===== config.mk =====
export PLATFORM = sky130hd
export DESIGN_NAME = display_scheduler
export DESIGN_NICKNAME = d
export VERILOG_FILES = /design/src/rtl/display_scheduler_pkg.sv /design/src/rtl/display_scheduler_tick_gen.sv /design/src/rtl/display_scheduler.sv
export SDC_FILE = /design/constraint.sdc
export NUM_CORES = 1
export LEC_CHECK = 0
export CORE_MARGIN = 5
export CORE_UTILIZATION = 45
export DETAILED_ROUTE_END_ITERATION = 16
export PLACE_DENSITY = 0.8
export SKIP_LAST_GASP = 1
export SLEW_MARGIN = 40
export SYNTH_ARGS = -nofsm -noshare
export SYNTH_HDL_FRONTEND = slang
export SYNTH_SLANG_ARGS = --single-unit

===== constraint.sdc =====
create_clock -name clk -period 5.58 [get_ports clk]
set_input_delay 0.837 -clock clk [delete_from_list [all_inputs] [get_ports clk]]
set_output_delay 0.837 -clock clk [all_outputs]
set_load 0.005 [all_outputs]

===== src/rtl/display_scheduler_pkg.sv =====
// Shared types and constants for the seven-segment display scheduler:
// owner states, one-hot grant codes and the blank digit code.
package display_scheduler_pkg;

  localparam int unsigned DIGIT_W  = 4;
  localparam int unsigned DIGITS   = 8;
  localparam int unsigned CODE_W   = DIGIT_W * DIGITS;
  localparam int unsigned GRANT_W  = 3;

  typedef enum logic [1:0] {
    IDLE    = 2'd0,
    SHOW_BG = 2'd1,
    SHOW_ST = 2'd2,
    ALERT   = 2'd3
  } state_e;

  localparam logic [GRANT_W-1:0] GRANT_NONE  = 3'b000;
  localparam logic [GRANT_W-1:0] GRANT_BG    = 3'b001;
  localparam logic [GRANT_W-1:0] GRANT_ST    = 3'b010;
  localparam logic [GRANT_W-1:0] GRANT_ALERT = 3'b100;

  localparam logic [DIGIT_W-1:0] DIGIT_NULL = 4'h0;
  localparam logic [CODE_W-1:0]  CODE_BLANK = {DIGITS{DIGIT_NULL}};

  // One-hot owner code presented on the grant output for a given state.
  function automatic logic [GRANT_W-1:0] grant_of(input state_e s);
    logic [GRANT_W-1:0] g;
    g = GRANT_NONE;
    case (s)
      SHOW_BG: g = GRANT_BG;
      SHOW_ST: g = GRANT_ST;
      ALERT:   g = GRANT_ALERT;
      default: g = GRANT_NONE;
    endcase
    return g;
  endfunction

endpackage


===== src/rtl/display_scheduler_tick_gen.sv =====
// Timing prescaler: one-cycle tick every TICK_DIV clocks, asserted while the
// internal count sits at TICK_DIV-1 (registered one cycle ahead, needs TICK_DIV >= 2).
module tick_gen #(
  parameter int unsigned TICK_DIV = 100000
) (
  input  logic clk,
  input  logic rst,
  output logic tick
);

  localparam int unsigned CW = (TICK_DIV > 1) ? $clog2(TICK_DIV) : 1;

  logic [CW-1:0] cnt_q, cnt_d;
  logic          tick_q, tick_d;

  always_comb begin
    cnt_d  = (cnt_q == CW'(TICK_DIV - 1)) ? '0 : cnt_q + CW'(1);
    tick_d = (cnt_q == CW'(TICK_DIV - 2));
  end

  always_ff @(posedge clk or posedge rst) begin
    if (rst) begin
      cnt_q  <= '0;
      tick_q <= 1'b0;
    end else begin
      cnt_q  <= cnt_d;
      tick_q <= tick_d;
    end
  end

  assign tick = tick_q;

endmodule


===== src/rtl/display_scheduler.sv =====
// Arbitrates the 8-digit display driver between alert, status and background
// requesters with status minimum hold, alert timeout and blink timing.
module display_scheduler
  import display_scheduler_pkg::*;
#(
  parameter int unsigned TICK_DIV    = 100000,
  parameter int unsigned MIN_HOLD    = 500,
  parameter int unsigned ALERT_TICKS = 2000,
  parameter int unsigned BLINK_TICKS = 250,
  parameter int unsigned CNT_W       = 16
) (
  input  logic        clk,
  input  logic        rst,
  input  logic        alert_req,
  input  logic [31:0] alert_code,
  input  logic        stat_req,
  input  logic [31:0] stat_code,
  input  logic        stat_blink,
  input  logic        bg_req,
  input  logic [31:0] bg_code,
  input  logic        bg_blink,
  output logic        en,
  output logic [3:0]  sign7,
  output logic [3:0]  sign6,
  output logic [3:0]  sign5,
  output logic [3:0]  sign4,
  output logic [3:0]  sign3,
  output logic [3:0]  sign2,
  output logic [3:0]  sign1,
  output logic [3:0]  sign0,
  output logic [2:0]  grant,
  output logic        alert_done
);

  localparam logic [CNT_W-1:0] HOLD_MAX   = CNT_W'(MIN_HOLD);
  localparam logic [CNT_W-1:0] ALERT_MAX  = CNT_W'(ALERT_TICKS);
  localparam logic [CNT_W-1:0] ALERT_LAST = CNT_W'(ALERT_TICKS - 1);
  localparam logic [CNT_W-1:0] BLINK_LAST = CNT_W'(BLINK_TICKS - 1);

  logic tick;

  tick_gen #(.TICK_DIV(TICK_DIV)) u_tick_gen (
    .clk  (clk),
    .rst  (rst),
    .tick (tick)
  );

  state_e              state_q, state_d;
  logic [CODE_W-1:0]   code_q, code_d;
  logic [CNT_W-1:0]    hold_q, hold_d;
  logic [CNT_W-1:0]    alert_cnt_q, alert_cnt_d;
  logic [CNT_W-1:0]    blink_q, blink_d;
  logic                en_q, en_d;
  logic [GRANT_W-1:0]  grant_q, grant_d;
  logic                alert_done_q, alert_done_d;
  logic                restart, changed, blink_on;

  always_comb begin
    state_d      = state_q;
    code_d       = code_q;
    hold_d       = hold_q;
    alert_cnt_d  = alert_cnt_q;
    blink_d      = blink_q;
    en_d         = en_q;
    alert_done_d = 1'b0;
    restart      = 1'b0;
    changed      = 1'b0;
    blink_on     = 1'b0;

    // Owner selection; a new alert pulse overrides everything, even its own expiry.
    if (alert_req) begin
      state_d = ALERT;
      restart = 1'b1;
    end else begin
      case (state_q)
        IDLE: begin
          if (stat_req)    state_d = SHOW_ST;
          else if (bg_req) state_d = SHOW_BG;
        end
        SHOW_BG: begin
          if (stat_req)     state_d = SHOW_ST;
          else if (!bg_req) state_d = IDLE;
        end
        SHOW_ST: begin
          if (!stat_req && (hold_q >= HOLD_MAX)) state_d = bg_req ? SHOW_BG : IDLE;
        end
        ALERT: begin
          if (tick && (alert_cnt_q >= ALERT_LAST)) begin
            alert_done_d = 1'b1;
            state_d      = stat_req ? SHOW_ST : (bg_req ? SHOW_BG : IDLE);
          end
        end
        default: state_d = IDLE;
      endcase
    end

    changed = restart || (state_d != state_q);

    if (changed) begin
      hold_d      = '0;
      alert_cnt_d = '0;
    end else if (tick) begin
      if ((state_q == SHOW_ST) && (hold_q < HOLD_MAX))     hold_d      = hold_q + CNT_W'(1);
      if ((state_q == ALERT) && (alert_cnt_q < ALERT_MAX)) alert_cnt_d = alert_cnt_q + CNT_W'(1);
    end

    // Status freezes its last code while only the hold keeps it on screen.
    case (state_d)
      IDLE:    code_d = CODE_BLANK;
      SHOW_BG: if (bg_req)   code_d = bg_code;
      SHOW_ST: if (stat_req) code_d = stat_code;
      ALERT:   if (restart)  code_d = alert_code;
      default: code_d = CODE_BLANK;
    endcase

    blink_on = (state_d == ALERT) ||
               ((state_d == SHOW_ST) && stat_blink) ||
               ((state_d == SHOW_BG) && bg_blink);

    if (state_d == IDLE) begin
      en_d    = 1'b0;
      blink_d = '0;
    end else if (changed || !blink_on) begin
      en_d    = 1'b1;
      blink_d = '0;
    end else if (tick) begin
      if (blink_q >= BLINK_LAST) begin
        en_d    = !en_q;
        blink_d = '0;
      end else begin
        blink_d = blink_q + CNT_W'(1);
      end
    end

    grant_d = grant_of(state_d);
  end

  always_ff @(posedge clk or posedge rst) begin
    if (rst) begin
      state_q      <= IDLE;
      code_q       <= CODE_BLANK;
      hold_q       <= '0;
      alert_cnt_q  <= '0;
      blink_q      <= '0;
      en_q         <= 1'b0;
      grant_q      <= GRANT_NONE;
      alert_done_q <= 1'b0;
    end else begin
      state_q      <= state_d;
      code_q       <= code_d;
      hold_q       <= hold_d;
      alert_cnt_q  <= alert_cnt_d;
      blink_q      <= blink_d;
      en_q         <= en_d;
      grant_q      <= grant_d;
      alert_done_q <= alert_done_d;
    end
  end

  assign en         = en_q;
  assign grant      = grant_q;
  assign alert_done = alert_done_q;
  assign sign7      = code_q[31:28];
  assign sign6      = code_q[27:24];
  assign sign5      = code_q[23:20];
  assign sign4      = code_q[19:16];
  assign sign3      = code_q[15:12];
  assign sign2      = code_q[11:8];
  assign sign1      = code_q[7:4];
  assign sign0      = code_q[3:0];

endmodule


==> run_results.csv <==
group,metric,value,unit
drt,vias,4947,
setup_path,cp.required,5.81,ns
pwr,p_leak,3.08,nW
placement,io_buffers,139,
hold_path,hold_path.startpoint,"u_tick_gen.cnt_q[0]",
final_layout,nFillCells,965,
drt,drc_errors,0,
pwr,power.total,1.70,mW
floorplan,dieArea,0.0142,mm²
floorplan,initial_core_util,46.4,%
global_route,grt_pass1_wl,25500,µm
final_layout,multi_input_area,0.00257,mm²
hold_path,hold_class,"reg2reg",
synth,ys_warn_count,0,
synth,synthFlopType,"dfrtp_1",
final_layout,drive_above_1_share,5.76,%
placement,place.gp.congestion,0.887,
placement,place.detailed.hpwl,11000,µm
synth,syn_nets,697,
clocking,h-tree-depth,3,
pwr,switchingPower,0.397,mW
synth,synth_area_leaders,"dfrtp_1 49%, a21oi_1 6.9%, nor2_1 5.5%",
timing,setup_violations,0,
pwr,intPower,1.31,mW
floorplan,ios,140,
drt,routedWlPerCell,18.1,µm
job,cap_violations,0,
setup_path,cp-end-kind,"flip-flop",
timing,skew,0.0102,ns
setup_path,path_max_fanout,37,
synth,synth-seq-area-share,49.0,%
synth,async_flop_share,100,%
synth,ys_ff_latch,105,
setup_path,crit_start,"u_tick_gen.tick",
run_status,status,"completed",
global_route,grt_max_degree,62,
timing,fin_crit,3.69,ns
synth,synth.distinct_cells,52,
final_layout,area_growth,33.9,%
synth,yosysMostFrequentCell,"dfrtp_1",
synth,synth_edf_count,0,
timing,rsz0062_at_grt,"no",
final_layout,antenna_cells,0,
synth,synth.top_cell.area_share,49.0,%
clocking,cts_resized,0,
clocking,insertion_delay,0.35,ns
clocking,cts_inserted_buffers,9,
timing,hold_viol_final,0,
drt,vias_per_cell,5.79,
drt,antenna_left,0,
drt,wirelength,15500,µm
timing,finalCritPeriodShare,66.2,%
pwr,ir_drop,0.000136,V
synth,syn-instance-count,586,
clocking,cts_setup_buffers,0,
timing,tns,0,ns
synth,yosys.area.top_type,"dfrtp_1",
timing,worst_pin_slew,0.736,ns
timing,drv_slew,0,
final_layout,final_util,62.1,%
clocking,cts.sinks,105,
synth,netlist_area,0.00537,mm²
clocking,clockBufferDepth,2,
synth,ys_top_cells_by_count,"105 x dfrtp_1, 79 x nor2_1, 74 x a21oi_1",
clocking,clk_pin_slew,0.07,ns
pwr,power.share.sequential,46.6,%
synth,syn-mean-instance-area,9.16,µm²
setup_path,r2r-start,"u_tick_gen.tick",
pwr,sw_frac_of_total,23.3,%
final_layout,final_nets,818,
pwr,power_density,237,mW/mm²
floorplan,rows,39,
global_route,gr-total-overflow,0,
drt,first_iter_violations,412,
final_layout,seq_area,0.00263,mm²
setup_path,crit_type,"reg2reg",
clocking,ctsHoldBuffers,0,
clocking,cts_tree,"done",
clocking,cts_root_buf,"clkbuf_16",
pwr,comb_power_share,12.5,%
floorplan,core_area,0.0116,mm²
global_route,grtUsageTotal,21.8,%
pwr,power_frac_clock,40.9,%
drt,drt-pass1-iter-count,6,
setup_path,arrival,3.93,ns
floorplan,fp.dieW,119,µm
global_route,antenna_found_initial,0,
global_route,grt_pass1_vias,5173,
timing,fmax,271,MHz
setup_path,start_kind,"flip-flop",
floorplan,die_h,119,µm
timing,slew_headroom,50.5,%
cells by family after synthesis:
family | count (synthesis) | share of synthesized area [%]
xor+xnor | 31 | 5.06
mux | 2 | 0.396
fa+ha+maj | 8 | 1.87
compound gates | 164 | 18.3
buf+inv | 47 | 3.59
flops | 105 | 49.0
simple gates | 229 | 21.8
area by class of cell:
| cell class | instances | share of cell area, % |
|---|---|---|
| multi-input cells | 434 | 35.8 |
| clock inverters | 6 | 1.36 |
| well taps | 143 | 2.49 |
| clock buffers | 10 | 3.19 |
| inverters | 14 | 0.767 |
| repair buffers | 143 | 19.8 |
| flip-flops and latches | 105 | 36.6 |
metrics by stage:
stage | instance area [µm²] | cells | worst slack [ns] | hold WS [ns]
after floorplan | 5370 | 586 | 1.98 | 0.454
after global placement | 6840 | 839 | 1.85 | 0.470
after detailed placement | 6850 | 839 | 1.93 | 0.474
after CTS | 7180 | 855 | 1.94 | 0.493
after global routing | 7180 | 855 | 1.63 | 0.521
final | 7180 | 855 | 1.89 | 0.491
power by group through the flow:
stage,Combinational (mW),Clock (mW),Sequential [mW]
after detailed placement,0.211,0,0.809
final,0.212,0.697,0.795
after global placement,0.207,0,0.808
after floorplan,0.0677,0,0.810
after CTS,0.212,0.711,0.795
after global routing,0.229,0.739,0.798
worst max-delay path, stage by stage, from the launching register on:
cell and delay [ns]:
dfrtp_1 0.75, nand3b_1 0.14, a211oi_1 0.48, o31a_1 0.56
inv_2 0.40, nor3_4 0.49, buf_4 0.39, nand3_1 0.12
a32o_1 0.23
per-layer routing:
layer | track usage [%] | share of wire (%) | vias to the layer above
met5 | 0 | 0 | -
met4 | 7.46 | 2.2 | 0
met3 | 4.45 | 5.2 | 29
met2 | 37.3 | 52 | 184
met1 | 27.6 | 41 | 2439
li1 | - | - | 2295
cells in the final DEF (no fill, tap or decap), types with 15 or more instances in the layout:
| cell | synthesis | layout |
|---|---|---|
| clkdlybuf4s50_1 | 0 | 139 |
| a21oi_1 | 74 | 74 |
| nor2_1 | 79 | 78 |
| dfrtp_1 | 105 | 105 |
| nand3_1 | 47 | 47 |
| xor2_1 | 15 | 15 |
| and2_1 | 16 | 15 |
| o21ai_0 | 38 | 38 |
| nand2_1 | 27 | 26 |
| a21o_1 | 32 | 32 |
| xnor2_1 | 16 | 16 |
registers in the layout, summed over array words and instances (netlist names):
register,count
en,1
code_q,32
alert_done,1
u_tick_gen.tick,1
blink_q,16
alert_cnt_q,16
u_tick_gen.cnt_q,17
grant,3
state_q,2
hold_q,16
worst paths after layout:
path	slack, ns	end	cells past startpoint
max	1.89	en	8
min	0.49	u_tick_gen.cnt_q[0]	1
max reg2reg	1.89	en	8
min reg2reg	0.49	u_tick_gen.cnt_q[0]	1
max in group asynchronous	3.70	blink_q[14]	3
min in group asynchronous	0.91	code_q[19]	2
(Power assumes the default switching activity.)
